===== src/rtl/intrapred_pkg.sv =====
// -----------------------------------------------------------------------------
// intrapred_pkg
// Shared types and width helpers for the streaming intra-prediction block.
//   intrapred_mode_e  : prediction mode encoding (V=0, H=1, DC=2)
//   intrapred_state_e : control FSM states
//   sad_w()/res_w()   : widths of the SAD accumulators and signed residuals
// -----------------------------------------------------------------------------
package intrapred_pkg;

  typedef enum logic [1:0] {
    MODE_V  = 2'd0,
    MODE_H  = 2'd1,
    MODE_DC = 2'd2
  } intrapred_mode_e;

  typedef enum logic [2:0] {
    ST_IDLE   = 3'd0,
    ST_DCCALC = 3'd1,
    ST_LOAD   = 3'd2,
    ST_DECIDE = 3'd3,
    ST_EMIT   = 3'd4
  } intrapred_state_e;

  // An NxN block of PIX_W-bit absolute differences needs 2*log2(N) extra bits.
  function automatic int sad_w(input int blk_n, input int pix_w);
    return pix_w + 2 * $clog2(blk_n);
  endfunction

  // orig - pred spans -(2^PIX_W - 1) .. +(2^PIX_W - 1): one sign bit extra.
  function automatic int res_w(input int pix_w);
    return pix_w + 1;
  endfunction

endpackage


===== src/rtl/intrapred_dc_calc.sv =====
// -----------------------------------------------------------------------------
// intrapred_dc_calc
// Combinational DC predictor: sums the neighbour rows and applies the rounding
// rule selected by neighbour availability. The parent registers dc_val.
// Ports:
//   top_pix, left_pix     : BLK_N packed neighbours, element i at [i*PIX_W +: PIX_W]
//   top_avail, left_avail : neighbour availability
//   dc_val                : DC prediction value
// -----------------------------------------------------------------------------
module intrapred_dc_calc
  import intrapred_pkg::*;
#(
  parameter int BLK_N = 8,
  parameter int PIX_W = 8
) (
  input  logic [BLK_N*PIX_W-1:0] top_pix,
  input  logic [BLK_N*PIX_W-1:0] left_pix,
  input  logic                   top_avail,
  input  logic                   left_avail,
  output logic [PIX_W-1:0]       dc_val
);

  localparam int LOG_N = $clog2(BLK_N);
  // Holds 2*BLK_N pixels plus the rounding term.
  localparam int SUM_W = PIX_W + LOG_N + 1;

  logic [SUM_W-1:0] sum_t_s;
  logic [SUM_W-1:0] sum_l_s;
  logic [SUM_W-1:0] tot_s;

  // Sum of each neighbour row.
  always_comb begin
    sum_t_s = '0;
    sum_l_s = '0;
    for (int i = 0; i < BLK_N; i++) begin
      sum_t_s = sum_t_s + SUM_W'(top_pix[i*PIX_W +: PIX_W]);
      sum_l_s = sum_l_s + SUM_W'(left_pix[i*PIX_W +: PIX_W]);
    end
  end

  // Rounded mean of the available neighbours, mid-grey when none are usable.
  always_comb begin
    tot_s  = '0;
    dc_val = '0;
    case ({top_avail, left_avail})
      2'b11: begin
        tot_s  = (sum_t_s + sum_l_s + SUM_W'(BLK_N)) >> (LOG_N + 1);
        dc_val = tot_s[PIX_W-1:0];
      end
      2'b10: begin
        tot_s  = (sum_t_s + SUM_W'(BLK_N / 2)) >> LOG_N;
        dc_val = tot_s[PIX_W-1:0];
      end
      2'b01: begin
        tot_s  = (sum_l_s + SUM_W'(BLK_N / 2)) >> LOG_N;
        dc_val = tot_s[PIX_W-1:0];
      end
      default: begin
        tot_s  = '0;
        dc_val = PIX_W'(1) << (PIX_W - 1);
      end
    endcase
  end

endmodule


===== src/rtl/intrapred_stream.sv =====
// -----------------------------------------------------------------------------
// intrapred_stream
// Streaming V/H/DC intra prediction for one BLK_N x BLK_N block: latches the
// neighbours on start, accepts the original block one row per beat, picks the
// lowest-SAD available mode, then streams signed residual rows.
// Optional feature macro: INTRAPRED_FORCE_MODE_EN adds force_en/force_mode.
// Ports:
//   clk, reset                     : clock, synchronous active-high reset
//   start                          : begin a block (honoured only when idle)
//   top_pix/left_pix/*_avail       : neighbours and availability, latched on start
//   row_valid/row_ready/row_data   : original rows in, top row first
//   res_valid/res_ready/res_data   : residual rows out, res_last on final row
//   mode, best_sad                 : decision, held until the next block decides
//   busy, done                     : activity flag, end-of-block pulse
// -----------------------------------------------------------------------------
module intrapred_stream
  import intrapred_pkg::*;
#(
  parameter int BLK_N = 8,
  parameter int PIX_W = 8
) (
  input  logic                               clk,
  input  logic                               reset,
`ifdef INTRAPRED_FORCE_MODE_EN
  input  logic                               force_en,
  input  logic [1:0]                         force_mode,
`endif
  input  logic                               start,
  input  logic [BLK_N*PIX_W-1:0]             top_pix,
  input  logic [BLK_N*PIX_W-1:0]             left_pix,
  input  logic                               top_avail,
  input  logic                               left_avail,
  input  logic                               row_valid,
  output logic                               row_ready,
  input  logic [BLK_N*PIX_W-1:0]             row_data,
  output logic                               res_valid,
  input  logic                               res_ready,
  output logic [BLK_N*res_w(PIX_W)-1:0]      res_data,
  output logic                               res_last,
  output logic [1:0]                         mode,
  output logic [sad_w(BLK_N, PIX_W)-1:0]     best_sad,
  output logic                               busy,
  output logic                               done
);

  localparam int SAD_W  = sad_w(BLK_N, PIX_W);
  localparam int RES_W  = res_w(PIX_W);
  localparam int CNT_W  = $clog2(BLK_N);
  localparam int ROW_W  = BLK_N * PIX_W;
  localparam int RROW_W = BLK_N * RES_W;
  localparam logic [CNT_W-1:0] LAST_ROW = CNT_W'(BLK_N - 1);

  function automatic logic [PIX_W-1:0] abs_diff(input logic [PIX_W-1:0] a,
                                                input logic [PIX_W-1:0] b);
    if (a >= b) begin
      return a - b;
    end else begin
      return b - a;
    end
  endfunction

  intrapred_state_e  state_q, state_d;
  logic [ROW_W-1:0]  top_q, top_d, left_q, left_d;
  logic              top_av_q, top_av_d, left_av_q, left_av_d;
`ifdef INTRAPRED_FORCE_MODE_EN
  logic              force_en_q, force_en_d;
  logic [1:0]        force_mode_q, force_mode_d;
`endif
  logic [PIX_W-1:0]  dc_q, dc_d, dc_s;
  logic [ROW_W-1:0]  buf_q [BLK_N];
  logic [ROW_W-1:0]  buf_d [BLK_N];
  logic [CNT_W-1:0]  cnt_q, cnt_d;
  logic [SAD_W-1:0]  sad_v_q, sad_v_d, sad_h_q, sad_h_d, sad_dc_q, sad_dc_d;
  intrapred_mode_e   mode_q, mode_d, sel_mode_s, res_mode_s;
  logic [SAD_W-1:0]  best_sad_q, best_sad_d, sel_sad_s;
  logic              row_ready_q, row_ready_d;
  logic              res_valid_q, res_valid_d, res_last_q, res_last_d;
  logic [RROW_W-1:0] res_data_q, res_data_d, res_row_s;
  logic              busy_q, busy_d, done_q, done_d;
  logic [SAD_W-1:0]  row_sad_v_s, row_sad_h_s, row_sad_dc_s;
  logic [CNT_W-1:0]  res_idx_s;
  logic [ROW_W-1:0]  pred_row_s;

  intrapred_dc_calc #(
    .BLK_N (BLK_N),
    .PIX_W (PIX_W)
  ) u_dc_calc (
    .top_pix    (top_q),
    .left_pix   (left_q),
    .top_avail  (top_av_q),
    .left_avail (left_av_q),
    .dc_val     (dc_s)
  );

  // SAD contribution of the incoming row against each predictor.
  always_comb begin
    row_sad_v_s  = '0;
    row_sad_h_s  = '0;
    row_sad_dc_s = '0;
    for (int c = 0; c < BLK_N; c++) begin
      row_sad_v_s  = row_sad_v_s + SAD_W'(abs_diff(row_data[c*PIX_W +: PIX_W],
                                                   top_q[c*PIX_W +: PIX_W]));
      row_sad_h_s  = row_sad_h_s + SAD_W'(abs_diff(row_data[c*PIX_W +: PIX_W],
                                                   left_q[cnt_q*PIX_W +: PIX_W]));
      row_sad_dc_s = row_sad_dc_s + SAD_W'(abs_diff(row_data[c*PIX_W +: PIX_W], dc_q));
    end
  end

  // Mode choice: visiting DC, H, V with <= lets the lower encoding win ties.
  always_comb begin
    sel_mode_s = MODE_DC;
    sel_sad_s  = sad_dc_q;
    if (left_av_q && (sad_h_q <= sel_sad_s)) begin
      sel_mode_s = MODE_H;
      sel_sad_s  = sad_h_q;
    end else begin
      sel_mode_s = sel_mode_s;
    end
    if (top_av_q && (sad_v_q <= sel_sad_s)) begin
      sel_mode_s = MODE_V;
      sel_sad_s  = sad_v_q;
    end else begin
      sel_mode_s = sel_mode_s;
    end
`ifdef INTRAPRED_FORCE_MODE_EN
    // A forced mode only overrides when its neighbours exist.
    if (force_en_q) begin
      case (force_mode_q)
        2'd0: begin
          if (top_av_q) begin
            sel_mode_s = MODE_V;
            sel_sad_s  = sad_v_q;
          end else begin
            sel_mode_s = sel_mode_s;
          end
        end
        2'd1: begin
          if (left_av_q) begin
            sel_mode_s = MODE_H;
            sel_sad_s  = sad_h_q;
          end else begin
            sel_mode_s = sel_mode_s;
          end
        end
        2'd2: begin
          sel_mode_s = MODE_DC;
          sel_sad_s  = sad_dc_q;
        end
        default: begin
          sel_mode_s = sel_mode_s;
        end
      endcase
    end else begin
      sel_mode_s = sel_mode_s;
    end
`endif
  end

  // Residual of the row to present next: row 0 when deciding, else the following row.
  always_comb begin
    res_idx_s  = (state_q == ST_DECIDE) ? CNT_W'(0) : cnt_q + CNT_W'(1);
    res_mode_s = (state_q == ST_DECIDE) ? sel_mode_s : mode_q;
    pred_row_s = '0;
    res_row_s  = '0;
    for (int c = 0; c < BLK_N; c++) begin
      case (res_mode_s)
        MODE_V:  pred_row_s[c*PIX_W +: PIX_W] = top_q[c*PIX_W +: PIX_W];
        MODE_H:  pred_row_s[c*PIX_W +: PIX_W] = left_q[res_idx_s*PIX_W +: PIX_W];
        default: pred_row_s[c*PIX_W +: PIX_W] = dc_q;
      endcase
      res_row_s[c*RES_W +: RES_W] = {1'b0, buf_q[res_idx_s][c*PIX_W +: PIX_W]}
                                  - {1'b0, pred_row_s[c*PIX_W +: PIX_W]};
    end
  end

  // Control FSM next-state and datapath updates.
  always_comb begin
    state_d      = state_q;
    top_d        = top_q;
    left_d       = left_q;
    top_av_d     = top_av_q;
    left_av_d    = left_av_q;
`ifdef INTRAPRED_FORCE_MODE_EN
    force_en_d   = force_en_q;
    force_mode_d = force_mode_q;
`endif
    dc_d         = dc_q;
    buf_d        = buf_q;
    cnt_d        = cnt_q;
    sad_v_d      = sad_v_q;
    sad_h_d      = sad_h_q;
    sad_dc_d     = sad_dc_q;
    mode_d       = mode_q;
    best_sad_d   = best_sad_q;
    res_valid_d  = res_valid_q;
    res_data_d   = res_data_q;
    res_last_d   = res_last_q;
    done_d       = 1'b0;
    case (state_q)
      ST_IDLE: begin
        if (start) begin
          top_d        = top_pix;
          left_d       = left_pix;
          top_av_d     = top_avail;
          left_av_d    = left_avail;
`ifdef INTRAPRED_FORCE_MODE_EN
          force_en_d   = force_en;
          force_mode_d = force_mode;
`endif
          state_d      = ST_DCCALC;
        end else begin
          state_d = ST_IDLE;
        end
      end
      ST_DCCALC: begin
        dc_d     = dc_s;
        sad_v_d  = '0;
        sad_h_d  = '0;
        sad_dc_d = '0;
        cnt_d    = '0;
        state_d  = ST_LOAD;
      end
      ST_LOAD: begin
        if (row_valid && row_ready_q) begin
          buf_d[cnt_q] = row_data;
          sad_v_d      = sad_v_q + row_sad_v_s;
          sad_h_d      = sad_h_q + row_sad_h_s;
          sad_dc_d     = sad_dc_q + row_sad_dc_s;
          if (cnt_q == LAST_ROW) begin
            cnt_d   = '0;
            state_d = ST_DECIDE;
          end else begin
            cnt_d = cnt_q + CNT_W'(1);
          end
        end else begin
          cnt_d = cnt_q;
        end
      end
      ST_DECIDE: begin
        mode_d      = sel_mode_s;
        best_sad_d  = sel_sad_s;
        res_valid_d = 1'b1;
        res_data_d  = res_row_s;
        res_last_d  = 1'b0;
        state_d     = ST_EMIT;
      end
      ST_EMIT: begin
        if (res_valid_q && res_ready) begin
          if (res_last_q) begin
            res_valid_d = 1'b0;
            res_last_d  = 1'b0;
            res_data_d  = '0;
            cnt_d       = '0;
            done_d      = 1'b1;
            state_d     = ST_IDLE;
          end else begin
            cnt_d      = cnt_q + CNT_W'(1);
            res_data_d = res_row_s;
            res_last_d = ((cnt_q + CNT_W'(1)) == LAST_ROW);
          end
        end else begin
          res_valid_d = res_valid_q;
        end
      end
      default: begin
        res_valid_d = 1'b0;
        res_last_d  = 1'b0;
        state_d     = ST_IDLE;
      end
    endcase
    busy_d      = (state_d != ST_IDLE);
    row_ready_d = (state_d == ST_LOAD);
  end

  // State and output registers.
  always_ff @(posedge clk) begin
    if (reset) begin
      state_q      <= ST_IDLE;
      top_q        <= '0;
      left_q       <= '0;
      top_av_q     <= 1'b0;
      left_av_q    <= 1'b0;
`ifdef INTRAPRED_FORCE_MODE_EN
      force_en_q   <= 1'b0;
      force_mode_q <= 2'd0;
`endif
      dc_q         <= '0;
      for (int r = 0; r < BLK_N; r++) begin
        buf_q[r] <= '0;
      end
      cnt_q        <= '0;
      sad_v_q      <= '0;
      sad_h_q      <= '0;
      sad_dc_q     <= '0;
      mode_q       <= MODE_V;
      best_sad_q   <= '0;
      row_ready_q  <= 1'b0;
      res_valid_q  <= 1'b0;
      res_data_q   <= '0;
      res_last_q   <= 1'b0;
      busy_q       <= 1'b0;
      done_q       <= 1'b0;
    end else begin
      state_q      <= state_d;
      top_q        <= top_d;
      left_q       <= left_d;
      top_av_q     <= top_av_d;
      left_av_q    <= left_av_d;
`ifdef INTRAPRED_FORCE_MODE_EN
      force_en_q   <= force_en_d;
      force_mode_q <= force_mode_d;
`endif
      dc_q         <= dc_d;
      buf_q        <= buf_d;
      cnt_q        <= cnt_d;
      sad_v_q      <= sad_v_d;
      sad_h_q      <= sad_h_d;
      sad_dc_q     <= sad_dc_d;
      mode_q       <= mode_d;
      best_sad_q   <= best_sad_d;
      row_ready_q  <= row_ready_d;
      res_valid_q  <= res_valid_d;
      res_data_q   <= res_data_d;
      res_last_q   <= res_last_d;
      busy_q       <= busy_d;
      done_q       <= done_d;
    end
  end

  assign row_ready = row_ready_q;
  assign res_valid = res_valid_q;
  assign res_data  = res_data_q;
  assign res_last  = res_last_q;
  assign mode      = mode_q;
  assign best_sad  = best_sad_q;
  assign busy      = busy_q;
  assign done      = done_q;

endmodule


===== config.mk =====
export PLATFORM = sky130hd
export DESIGN_NAME = intrapred_stream
export DESIGN_NICKNAME = d
export VERILOG_FILES = /design/src/rtl/intrapred_pkg.sv /design/src/rtl/intrapred_dc_calc.sv /design/src/rtl/intrapred_stream.sv
export SDC_FILE = /design/constraint.sdc
export NUM_CORES = 2
export LEC_CHECK = 0
export BUFFER_PORTS_ARGS = -buffer_cell sky130_fd_sc_hd__buf_2
export CORE_AREA = 4 4 344 515
export CTS_BUF_LIST = sky130_fd_sc_hd__clkbuf_8 sky130_fd_sc_hd__clkbuf_16
export CTS_CLUSTER_DIAMETER = 50
export DETAILED_ROUTE_END_ITERATION = 6
export DIE_AREA = 0 0 348 519
export PLACE_DENSITY = 0.56
export SLEW_MARGIN = 30
export SYNTH_ARGS = -nofsm -noshare
export SYNTH_HDL_FRONTEND = slang
export SYNTH_SLANG_ARGS = --single-unit
export TNS_END_PERCENT = 10

===== constraint.sdc =====
create_clock -name clk -period 9.75 [get_ports clk]
set_clock_uncertainty 0.1 [all_clocks]
set_input_delay 1.4625 -clock clk [delete_from_list [all_inputs] [get_ports clk]]
set_output_delay 1.4625 -clock clk [all_outputs]
set_load 0.03 [all_outputs]

# Word-level counts from Yosys, hierarchy flattened

Index checks and enable logic that the tools add are counted.

Bits of input ports: 199
Output and inout port bits: 93
Bits in registers: 791
Word-level logic and storage cells: 267

Reduce and logical (&&, ||, !) cells: 20
Bitwise gates (word level): 5
Order comparisons: 29
Shift-type cells: 2
Add/sub/neg operators: 99
Equality and inequality tests: 14
Mux-type cells: 72

Operators with widths:

| operator                                | count |
|---|---|
| bitwise mux 512 bit                     | 1 |
| subtractor 8 bit                        | 48 |
| binary-select mux 64 bit (select 3 bit) | 1 |
| demux 64 bit (select 3 bit)             | 1 |
| greater-or-equal comparator 8 bit       | 24 |
| 2-to-1 mux 64 bit                       | 3 |
| 2-to-1 mux 8 bit                        | 24 |
| adder 12 x 8 -> 12 bit                  | 12 |
| 2-to-1 mux 72 bit                       | 2 |
| one-hot mux 72 bit (2 select lines)     | 1 |
| one-hot mux 8 bit (2 select lines)      | 8 |
| variable part select 64 x 7 -> 8 bit    | 2 |
| one-hot mux 14 bit (2 select lines)     | 3 |
| subtractor 8 x 8 -> 9 bit               | 8 |
| 2-to-1 mux 14 bit                       | 5 |
| adder 8 x 8 -> 9 bit                    | 5 |
| adder 13 x 8 -> 14 bit                  | 3 |
| adder 14 bit                            | 3 |
| adder 14 x 8 -> 14 bit                  | 3 |
| adder 12 x 8 -> 13 bit                  | 3 |
| adder 11 x 8 -> 12 bit                  | 3 |
| adder 10 x 8 -> 11 bit                  | 3 |
| adder 9 x 8 -> 10 bit                   | 3 |
| less-or-equal comparator 14 bit         | 2 |
| other kinds (30)                        | 70 |

# Longest topological paths before layout

Word-level depth: 13
Depth in mapped cells: 35
Depth with buffers taken out: 33

# Hierarchy

A second synthesis with hierarchy kept.

Cells, all modules: 7,538
Area, all modules: 61,154.9 sq um

By module, submodules not included:

| module            | area an instance (sq um) | cells each | seq. area each (sq um) | instances |
|---|---|---|---|---|
| intrapred_stream  | 56,839.5                 | 7,043      | 15,835.2               | 1 |
| intrapred_dc_calc | 4,315.4                  | 495        | 0.0                    | 1 |

# Worst setup path before layout

Ideal clock, no wire load.

Path kind: register -> register
Start: register cnt_q[0]
End: register sad_h_q[12]
Period minus slack after synthesis: 8,690 ps
Buffers on the path: 4
Required time: 9,522 ps
Path slack: 1,060 ps
Setup time: 128 ps
Arrival time: 8,462 ps
Stages on the path, launching flop included: 33
Path through: dfxtp_1 clkbuf_1 clkbuf_1 clkbuf_1 buf_1 o31ai_1 a21oi_1 o211a_1 inv_1 ha_1 and4_1 a2111oi_4 o21ai_4 mux2_4 or4_2 nor2_1 nor2_1 fa_1 fa_1 fa_1 inv_1 fa_1 inv_1 fa_1 a21o_1 a21oi_1 o21bai_1 a21oi_1 o21bai_1 a21oi_1 o21ai_0 xnor2_1 nor2_1

Word-level cells in the longest chain between the ends: 13

Ends and longest elaborated chain:

| what                                     | line                    | source |
|---|---|---|
| start: declaration                       | intrapred_stream.sv:72  | `logic [CNT_W-1:0] cnt_q, cnt_d;` |
| start signal: assignment                 | intrapred_stream.sv:315 | `cnt_q <= cnt_d;` |
| variable part select 64 x 7 -> 8 bit *   | intrapred_stream.sv:104 | `left_q[cnt_q*PIX_W +: PIX_W]));` |
| subtractor 8 bit (tied with other cells) | intrapred_stream.sv:58  | `return b - a;` |
| 2-to-1 mux 8 bit                         | intrapred_stream.sv:55  | `if (a >= b) begin` |
| adder 8 x 8 -> 9 bit                     | intrapred_stream.sv:103 | `row_sad_h_s = row_sad_h_s + SAD_W'(abs_diff(row_data[c*PIX_W +: PIX_W],` |
| adder 9 x 8 -> 10 bit                    | intrapred_stream.sv:103 |  |
| adder 10 x 8 -> 11 bit                   | intrapred_stream.sv:103 |  |
| adder 11 x 8 -> 12 bit                   | intrapred_stream.sv:103 |  |
| adder 12 x 8 -> 13 bit                   | intrapred_stream.sv:103 |  |
| adder 13 x 8 -> 14 bit                   | intrapred_stream.sv:103 |  |
| adder 14 x 8 -> 14 bit *                 | intrapred_stream.sv:103 |  |
| adder 14 bit *                           | intrapred_stream.sv:227 | `sad_h_d = sad_h_q + row_sad_h_s;` |
| 2-to-1 mux 14 bit *                      | intrapred_stream.sv:224 | `if (row_valid && row_ready_q) begin` |
| one-hot mux 14 bit (2 select lines) *    | intrapred_stream.sv:199 | `case (state_q)` |
| end signal: assignment                   | intrapred_stream.sv:317 | `sad_h_q <= sad_h_d;` |
| end: declaration                         | intrapred_stream.sv:73  | `logic [SAD_W-1:0] sad_v_q, sad_v_d, sad_h_q, sad_h_d, sad_dc_q, sad_dc_d;` |

Mark *: on every way between the ends. The rest lies on a longest branch, timed or not. The select of a mux whose other input is x is not followed.
A chain may end at the register's enable or synchronous reset.

# Final worst setup path

Start: register cnt_q[0]
End: register sad_h_q[13]

Same word-level chain as after synthesis.

==> metrics.md <==
| Metric | Value |
|---|---|
| Routability cong. | `just under 1` |
| CP max-delay cell | `dfxtp_4` |
| Yosys reg bits | `791` |
| Antenna-violating nets left | `0` |
| Hold Buf Count CTS | `0` |
| Yosys top cell by area | `dfxtp_1` |
| Synth area leaders | `dfxtp_1 26%, ha_1 12%, nand2_1 10%, fa_1 10%, a21oi_1 7.8%` |
| Max Cap Violations | `0` |
| CP Depth | `28` |
| Postcts setup bufs | `0` |
| WL met3 | `19.90 mm` |
| Via density | `5.630` |
| Layout cells sized above 1 | `0.1172` |
| Reg2Reg Depth | `28` |
| Post-Syn Nets | `~8400` |
| Critical path's top delay family | `adder cells` |
| RSZ-0062 raised after global routing | `no` |
| Antenna violations before repair | `19` |
| Largest net degree at the start of global routing | `223` |
| Avg Inst Size Synth | `slightly above 8 µm²` |
| CTS clock-pin slew for the worst setup and hold paths | `0.06 ns` |
| Htree depth | `3` |
| DR vias | `54990` |
| Initial DRC count | `4988` |
| Critical Path AT | `9.59 ns` |
| CP endpoint kind | `register` |
| LEAKAGE | `roughly 0.028 µW` |
| Hold crit path type | `reg2reg` |
| FF-to-FF Start | `cnt_q[0]$_SDFFE_PP0P_` |
| Status | `completed` |
| WL met1 | `103.6 mm` |
| Die Y | `roughly 520 µm` |
| Post-synth EDFFs | `0` |
| Fmax | `110.1 MHz` |
| Port Buffers | `291` |
| Core area | `172700 µm²` |
| Capturing point of the worst reg2reg path | `sad_h_q[13]$_SDFFE_PP0P_` |
| Critical path buffers and inverters | `4` |
| Final setup TNS | `0 ns` |
| Vias in the first global route | `54140` |
| Initial core utilization | `0.3483` |
| CTS max path bufs | `3` |
| Final worst path period need | `slightly above 9 ns` |
| Post-Syn Instances | `7326` |
| Drt total wl | `261.9 mm` |
| DPL Wire Length | `195.9 mm` |
| Reg-to-reg slack, setup | `0.67 ns` |
| Mapped cell area | `about 60000 µm²` |
| Post-route clock period utilization | `0.9316` |
| Register area share after synthesis | `0.2633` |
| Tot Pwr | `19520 µW` |
| Ports | `about 290` |
| Synthesis-to-layout area growth | `12.04%` |
| Max incr delay on CP | `0.62 ns` |
| Final core occ | `0.3902` |
| Synth top area share | `0.2633` |
| Post_cts resized | `0` |
| Die area | `180600 µm²` |
| First-pass GRT wire length | `374.7 mm` |
| Power per Cell Area | `289.7 nW/µm²` |
| Clk sink count | `791` |
| Drt first pass iters | `6` |
| Top Metal Used | `met5` |
| Ys async rst share | `0` |
| Final slew viol count | `0` |
| Top FF cell, synth | `dfxtp_1` |
| Peak VDD IR | `0.6859 mV` |
| Most Frequent Cell on Critical Path | `fa_1` |
| Ys Warns | `0` |
| Yosys cell types | `93` |
| GRT Util Overall | `0.2807` |
| Site row count | `187` |
| Startpoint types | `register` |
| Avg WL per Cell | `26.81 µm` |
| DR DRC count | `0` |
| Met2 routed WL | `between 100 and 150 mm` |
| Clk root buf | `clkbuf_16` |
| Setup violations, final | `0` |
| Critical path type | `reg2reg` |
| CP Data Required Time | `10.26 ns` |
| CP endpoint | `sad_h_q[13]$_SDFFE_PP0P_` |
| Worst-Skew Late Latency | `0.76 ns` |
| CTS tree | `done` |
| Crit path from | `cnt_q[0]$_SDFFE_PP0P_` |
| Final hold vios | `0` |
| CP max FO | `34` |
| Fin nets | `between 8000 and 9000` |
| Die Wd | `348 µm` |
| Grt ovf | `0` |
| Normalized max-slew margin | `0.2620` |
| Worst-Margin Slew | `1.103 ns` |
| Num CTS Buffers | `93` |
==> registers in the layout, summed over array words and instances, names as in the netlist, 3 cells and up <==
| signal | count |
|---|---|
| buf_q | 512 |
| res_data | 72 |
| left_q | 64 |
| top_q | 64 |
| best_sad | 14 |
| sad_dc_q | 14 |
| sad_h_q | 14 |
| sad_v_q | 14 |
| dc_q | 8 |
| cnt_q | 3 |
| state_q | 3 |
==> cell families (layout without fill, tap and decap cells) <==
logic type / count (synthesis) / after routing / share of synthesized area
muxes: 323 / 323 / 0.07332
adders and majority gates: 882 / 882 / 0.2208
buffers and inverters: 996 / 1159 / 0.06285
and+or+nand+nor: 2266 / 2266 / 0.1578
AOI/OAI and AO/OA: 1841 / 1841 / 0.1888
xor gates and xnor gates: 227 / 227 / 0.03306
DFF: 791 / 791 / 0.2633
other: 0 / 10 / 0
==> per-stage QoR <==
stage               hold WS [ns]  std cells  setup WS [ns]  instance area, µm²
floorplan                 0.3331       7326          1.060               60140
global placement          0.3382       9581         0.7385               64030
detailed placement        0.3431       9582         0.6304               64070
CTS                       0.3520       9753         0.7427               67240
global route              0.3648       9758         0.3695               67350
finish                    0.3515       9767         0.6670               67380
==> Yosys cell counts, drive strengths merged (14+ instances only) <==
cell and count:
a211o 16, a211oi 105, a21boi 19, a21o 171, a21oi 934, a22oi 56, a31oi 38, and2 32
and4 14, buf 52, clkbuf 378, dfxtp 791, fa 299, ha 583, inv 566, mux2 117
mux2i 124, mux4 82, nand2 1631, nand2b 31, nand3 54, nand3b 14, nand4 25, nor2 268
nor2b 54, nor3 21, nor4 23, o211a 15, o211ai 23, o21a 68, o21ai 138, o21bai 30
o22ai 79, o31a 14, o41ai 53, or2 38, or4 14, xnor2 123, xor2 104
==> layout make-up <==
class	count	area [µm²]
Antenna cell	10	25.02
Clock buffer	114	2628
Clock inverter	57	540.5
Fill cell	17640	105300
Inverter	566	2126
Multi-Input combinational cell	5539	40770
Sequential cell	791	15840
Tap cell	2268	2838
Timing Repair Buffer	422	2613
==> worst reg2reg max path: cells and delay by family (launching register included) <==
kind / cells / cell delay, ns
adder cells (fa/ha/maj): 6 / 2.94
XOR/XNOR: 1 / 0.16
flip-flops: 1 / 0.62
AND/OR/NAND/NOR: 3 / 0.89
buffers and inverters: 4 / 0.87
AO/OA/AOI/OAI: 12 / 2.54
multiplexers: 2 / 0.82
==> per-layer routing <==
| metal | global-route usage | up-vias |
|---|---|---|
| li1 | - | 25110 |
| met1 | 0.3465 | 26880 |
| met3 | 0.04795 | 658 |
| met5 | 0 | - |
| met2 | 0.4495 | 2333 |
| met4 | 0.1871 | 14 |
==> how the worst min path moves through the flow <==
stage	from	to	slack, ns	depth (start not counted)
floorplan	buf_q[175]$_SDFFE_PP0P_	buf_q[175]$_SDFFE_PP0P_	0.33	2
global placement	buf_q[509]$_SDFFE_PP0P_	buf_q[509]$_SDFFE_PP0P_	0.34	2
detailed placement	buf_q[160]$_SDFFE_PP0P_	buf_q[160]$_SDFFE_PP0P_	0.34	2
CTS	best_sad[13]$_SDFFE_PP0P_	best_sad[13]$_SDFFE_PP0P_	0.35	2
global route	buf_q[511]$_SDFFE_PP0P_	buf_q[511]$_SDFFE_PP0P_	0.36	2
finish	buf_q[182]$_SDFFE_PP0P_	buf_q[182]$_SDFFE_PP0P_	0.35	2
==> cells in the final DEF (no fill, tap or decap), types with 54 or more instances in the layout <==
cell type / netlist / layout
nand2_1: 1631 / 1626
a21oi_1: 933 / 932
dfxtp_1: 791 / 789
ha_1: 583 / 581
inv_1: 565 / 579
fa_1: 299 / 299
buf_2: 25 / 290
nor2_1: 268 / 260
a21o_1: 170 / 170
mux2i_1: 124 / 123
xnor2_1: 123 / 123
buf_4: 0 / 119
o21ai_0: 118 / 118
mux2_2: 116 / 116
a211oi_1: 105 / 105
xor2_1: 104 / 104
clkbuf_16: 0 / 94
mux4_2: 82 / 82
o22ai_1: 78 / 78
o21a_1: 68 / 68
a22oi_1: 56 / 56
nor2b_1: 54 / 54
==> report_power, final <==
group	switching, µW	leakage (µW)	internal [µW]	total, µW
registers	135	0.00639	3290	3430
logic	7110	0.0196	5350	12500
clock network	1610	0.00161	2020	3630
total	8850	0.0276	10700	19500
(Power assumes the default switching activity.)
